[src/rtl/vga_timing_gen.sv]
// vga_timing_gen: parametrised VGA raster timing with pixel-clock enable, selectable
// sync polarity and a programmable reset position.
module vga_timing_gen #(
    parameter int p_H_ACTIVE  = 640,
    parameter int p_H_FRONT   = 16,
    parameter int p_H_SYNC    = 96,
    parameter int p_H_BACK    = 48,
    parameter int p_V_ACTIVE  = 480,
    parameter int p_V_FRONT   = 10,
    parameter int p_V_SYNC    = 2,
    parameter int p_V_BACK    = 33,
    parameter bit p_HSYNC_POL = 1'b0,
    parameter bit p_VSYNC_POL = 1'b0,
    parameter int p_HPOS      = 0,
    parameter int p_VPOS      = 0,
    parameter int p_CW        = 10
) (
    input  logic            i_Clk,
    input  logic            i_Reset,
    input  logic            i_Enable,
    output logic            o_HSync,
    output logic            o_VSync,
    output logic            o_HBlank,
    output logic            o_VBlank,
    output logic            o_Active,
    output logic [p_CW-1:0] o_HPos,
    output logic [p_CW-1:0] o_VPos,
    output logic            o_HReset,
    output logic            o_VReset
);
    localparam int H_TOTAL = p_H_ACTIVE + p_H_FRONT + p_H_SYNC + p_H_BACK;
    localparam int V_TOTAL = p_V_ACTIVE + p_V_FRONT + p_V_SYNC + p_V_BACK;
    localparam logic [p_CW-1:0] H_LAST   = p_CW'(H_TOTAL - 1);
    localparam logic [p_CW-1:0] V_LAST   = p_CW'(V_TOTAL - 1);
    localparam logic [p_CW-1:0] H_INIT   = p_CW'(p_HPOS);
    localparam logic [p_CW-1:0] V_INIT   = p_CW'(p_VPOS);
    localparam logic [p_CW-1:0] H_ACT    = p_CW'(p_H_ACTIVE);
    localparam logic [p_CW-1:0] V_ACT    = p_CW'(p_V_ACTIVE);
    localparam logic [p_CW-1:0] HS_START = p_CW'(p_H_ACTIVE + p_H_FRONT);
    localparam logic [p_CW-1:0] VS_START = p_CW'(p_V_ACTIVE + p_V_FRONT);
    localparam logic [p_CW-1:0] HS_WIDTH = p_CW'(p_H_SYNC);
    localparam logic [p_CW-1:0] VS_WIDTH = p_CW'(p_V_SYNC);

    logic [p_CW-1:0] h, v, h_off, v_off;
    logic            h_last, v_last, hs_on, vs_on;

    always_ff @(posedge i_Clk or posedge i_Reset) begin
        if (i_Reset) begin
            h <= H_INIT;
            v <= V_INIT;
        end else if (i_Enable) begin
            h <= h_last ? '0 : h + 1'b1;
            if (h_last) v <= v_last ? '0 : v + 1'b1;
        end
    end

    assign h_last = (h == H_LAST);
    assign v_last = (v == V_LAST);
    // Offset-from-start compare: positions before the sync window wrap to a value
    // no smaller than the sync width, so the window test never overflows the counter width.
    assign h_off  = h - HS_START;
    assign v_off  = v - VS_START;
    assign hs_on  = (h_off < HS_WIDTH);
    assign vs_on  = (v_off < VS_WIDTH);

    assign o_HSync  = p_HSYNC_POL ? hs_on : ~hs_on;
    assign o_VSync  = p_VSYNC_POL ? vs_on : ~vs_on;
    assign o_HBlank = (h >= H_ACT);
    assign o_VBlank = (v >= V_ACT);
    assign o_Active = ~o_HBlank & ~o_VBlank;
    assign o_HPos   = h;
    assign o_VPos   = v;
    assign o_HReset = i_Enable & h_last;
    assign o_VReset = o_HReset & v_last;
endmodule

[config.mk]
export PLATFORM = sky130hd
export DESIGN_NAME = vga_timing_gen
export DESIGN_NICKNAME = d
export VERILOG_FILES = /design/src/rtl/vga_timing_gen.sv
export SDC_FILE = /design/constraint.sdc
export NUM_CORES = 1
export LEC_CHECK = 0
export ABC_AREA = 1
export BUFFER_PORTS_ARGS = -buffer_cell sky130_fd_sc_hd__buf_4
export CAP_MARGIN = 20
export CORE_MARGIN = 2
export CORE_UTILIZATION = 47
export CTS_BUF_LIST = sky130_fd_sc_hd__clkbuf_16
export DETAILED_ROUTE_END_ITERATION = 7
export HOLD_SLACK_MARGIN = 0.05
export MAX_ROUTING_LAYER = met4
export PLACE_DENSITY = 0.7
export SYNTH_ARGS = -nofsm -noshare
export SYNTH_HDL_FRONTEND = slang
export SYNTH_SLANG_ARGS = --single-unit
export TNS_END_PERCENT = 20
[constraint.sdc]
create_clock -name i_Clk -period 2.1 [get_ports i_Clk]
set_clock_uncertainty 0.15 [all_clocks]
set_input_delay 0 -clock i_Clk [delete_from_list [all_inputs] [get_ports i_Clk]]
set_output_delay 0 -clock i_Clk [all_outputs]
set_load 0.02 [all_outputs]
---- Yosys cells after proc, flatten, opt, wreduce, memory -nomap -nowiden ----
Cells that the tools add are included.
storage, ports and cells
  bits in registers ....................... 20
  input bits .............................. 3
  output and inout bits ................... 27
  word-level logic and storage cells ...... 22
operators by class
  $add $sub $neg .......................... 4
  $lt $le $gt $ge ......................... 4
  eq/ne operators ......................... 2
  multiplexer cells ....................... 2
  bitwise gates (word level) .............. 7
  reduce and logical (&&, ||, !) cells .... 1
operators with widths
  operator                count
  $add 10x1->10 const B   2
  $eq 10x10->1 const B    2
  $mux 10                 2
  $ge 10x10->1 const B    1
  $ge 10x9->1 const B     1
  $lt 10x2->1 const B     1
  $lt 10x7->1 const B     1
  $sub 10x10->10 const B  1
  $sub 10x9->10 const B   1
  $not 1->1               4
  $and 1x1->1             3
  $reduce_and 2->1        1

---- Logic depth before layout (Yosys ltp) ----
  depth after elaboration ................. 3
  gate-level depth with buffers ........... 8
  gate-level depth less buffers ........... 8

---- Worst setup path before layout ----
OpenSTA, ideal clock, no wires.
  path type ............................... register to output
  start point ............................. register h[5], in the netlist o_HPos[5]
  end point ............................... output o_VReset
  arrival ................................. 1.502 ns
  data required time ...................... 1.950 ns
  slack ................................... 0.448 ns
  cell stages (with the launch flop) ...... 7
  path buffers ............................ 0
  cell sequence ........................... dfrtp_1 inv_1 ha_1 nand3_1 nor2_8 inv_4 nor3_2
between the ends
  cells in the longest elaborated chain, start to end .. 3
ends and longest elaborated chain
  what                    line  text
  start, declared         44    logic [p_CW-1:0] h, v, h_off, v_off;
  start signal, assigned  52    h <= h_last ? '0 : h + 1'b1;
  $eq 10x10->1            57    assign h_last = (h == H_LAST);
  $and 1x1->1             73    assign o_HReset = i_Enable & h_last;
  $and 1x1->1             74    assign o_VReset = o_HReset & v_last;
  end, declared           29    output logic o_VReset
No other way between the ends.

---- Worst setup path after layout ----
Same ends and word-level chain as after synthesis.

==> flow_summary.ini <==
[synth]
synth_top_area_cell = dfrtp_1
synth_edf_count = 0
synth-compound-area-share_pct = 5.596
synth_top_area_share_pct = 36.10
synth_mux_area_share_pct = 0
synthMostInstantiatedCell = nand2_1
netlist_area_mm2 = 0.001386
synth_top_family_by_area = simple AND/OR/NAND/NOR gates
synth_fa_ha_area_share_pct = 9.025
yosys_register_bits = 20
ys.flop_type = dfrtp_1
syn_nets = 194
async_reset_ff_share_pct = 100.0
ys_warn_count = 0
synth_xor_area_share_pct = 8.213
synth-simple-area-share_pct = 31.59
synth.avg_cell_area_um2 = 7.659
synth_cell_types = 24
synthTopCellsByArea = dfrtp_1 36%, nand2_1 11%, ha_1 9.0%, xor2_1 6.9%, inv_1 6.8%
seq_area_frac_synth_pct = 36.10
synthTopCellsByCount = 42 x nand2_1, 25 x inv_1, 22 x nor2_1
synthCells = 181

[placement]
gp_congestion = 0.8115
place_area_mm2 = 0.001623
dpl.hpwl_um = 2314
numPortBuffers = 29
placement.setup.worst_slack_ps = 346.9

[timing]
rsz0062_at_grt = no
finalSetupTns_ps = 0
setup_viol = 0
period_share_pct = 89.66
slew_headroom_pct = 48.95
setup_slack_ps = 217.1
finalMaxSlewViolations = 0
fmax_ghz = 0.5311
worst_pin_slew_ps = 764.9
finalHoldViolCount = 0
fin_crit_ps = 1883

[die]
std_cell_rows = 19
die_area_mm2 = 0.003400
initial_core_util_pct = 49.84
die_w_um = 58.31
die_y_um = 58.31
core_area_mm2 = 0.002781
ioPinCount = 30

[global_route]
grt_max_degree = 21
grt_first_pass_wirelength_um = 5561
first_global_vias = 1192
grt_antenna_before_repair = 0
grt_util_met3_pct = 3.297
groute.usage.overall_pct = 22.06
grt_use_met2_pct = 34.99
grt_use_met1_pct = 30.06
top_usage_layer = met2
overflow = 0

[power_and_ir_drop]
combPwrFrac_pct = 45.0
p_clk_share_pct = 21.4
p_total_mw = 1.847
power_density_mw_per_mm2 = 1055
power.leakage_nw = 0.9815
ir_drop_uv = 853.8
p_int_mw = 1.079
swShare_pct = 41.61
pwr-share-seq_pct = 33.6
switchingPower_uw = 768.6

[finish]
final_layout_size_suffix_gt1_share_pct = 20.18
design_area_mm2 = 0.001752
fin_nets = 232
area_growth_pct = 26.35
insertedDiodeCount = 0

[worst_setup_path]
crit_fanout = 10
cp-end-kind = output port
rr_worst_depth = 7
cp.arrival_ps = 1730
timing.rr.end = o_VPos[7]$_DFFE_PP0P_
worstPathRequired_ps = 1950
r2r-start = o_HPos[5]$_DFFE_PP0P_
start_kind = flip-flop
worstSetupPathType = flip-flop to output port
reg2reg_slack_ps = 350

[drt]
drtAntennaViolNets = 0
routedWlPerCell_um = 12.66
drt_iter0_drc = 33
vias_per_cell = 5.056
drt_first_pass_iters = 4
vias = 1259
finalWirelength_um = 3152
route.detailed.drc = 0

[clock_network]
clk_latency_ps = 250
cts.sinks = 20
cts_htree_levels = 1
clockBufferDepth = 2
cts_tree = done
cts_root_buf = clkbuf_16
cts_inserted_buffers = 3
clk_pin_slew_ps = 60

[run]
maxCapViolCount = 0

[status]
outcome = complete, no violations

[min_path]
min_path_type = primary input to asynchronous set/reset pin
## metal layers
metal	up-vias	wire (um)
met4	0	27
li1	641	-
met5	-	0
met1	588	1432
met2	25	1589
met3	5	103
## worst max-delay path: stages (launching register included)
cell and delay, ps:
dfrtp_1 410, inv_1 180, ha_1 170, nand3_1 170, nor2_8 200, inv_4 80
nor3_2 100, buf_4 160
## logic make-up (layout without fill, tap and decap cells)
logic type      after synthesis  in the layout
simple gates                 93             93
fa+ha+maj                    10             10
xor+xnor                     13             13
compound gates               15             15
flops                        20             20
buf+inv                      30             67
## final cells by class
| class | instances | area, um^2 |
|---|---|---|
| clock buffers | 3 | 75.07 |
| flip-flops and latches | 20 | 500.5 |
| clock inverters | 1 | 3.754 |
| multi-input cells | 131 | 754.5 |
| well taps | 31 | 38.79 |
| repair buffers | 36 | 275.3 |
| inverters | 27 | 103.9 |
| fillers | 241 | 1030 |
## stage by stage
stage               hold slack [ps]  util, %  instances
global placement              41.97    58.34        239
floorplan                    -186.2        -        181
finish                        290.5    62.98        249
global route                  372.1    62.98        249
detailed placement            39.72    58.34        239
CTS                           325.1    61.90        245
## power by group through the flow
stage	Combinational, mW	Sequential [mW]	Clock, mW
3_3_place_gp	0.818	0.613	0
6_report	0.831	0.621	0.396
2_1_floorplan	0.463	0.699	0
4_1_cts	0.841	0.619	0.402
5_1_grt	0.931	0.642	0.421
3_5_place_dp	0.825	0.622	0
## timing repair
item / CTS / global route
hold buffers: 2 / 0
endpoints found under the hold margin: 25 / 0
setup buffers: 0 / 4
setup endpoints to repair: 0 / 1
gates resized for setup: 0 / 0
## layout by cell type, fill, tap and decap left out
master	instances
a21oi_1	2
nor2_8	1
nand3_1	14
inv_1	25
clkinv_1	1
clkbuf_16	3
dfrtp_1	20
dlygate4sd3_1	2
nor2_1	22
nand2_1	42
nor3b_2	1
nor3_1	7
nor2_4	1
o21ai_1	7
ha_1	10
inv_2	1
nand3b_4	1
xor2_1	11
xnor2_1	2
nor3_2	1
buf_4	34
o21ai_0	5
o21a_1	1
nand4_1	3
inv_4	1
## state kept, by name, indices dropped and copies added (netlist names)
name	flops
o_VPos	10
o_HPos	10
## how the worst max path moves through the flow
stage	to	start	cells past startpoint
floorplan	o_VReset	o_HPos[5]$_DFFE_PP0P_	6
global placement	o_VReset	o_HPos[5]$_DFFE_PP0P_	7
detailed placement	o_VPos[7]$_DFFE_PP0P_	o_HPos[5]$_DFFE_PP0P_	6
CTS	o_VReset	o_HPos[5]$_DFFE_PP0P_	7
global route	o_VReset	o_HPos[5]$_DFFE_PP0P_	7
finish	o_VReset	o_HPos[5]$_DFFE_PP0P_	7
(Power assumes the default switching activity.)
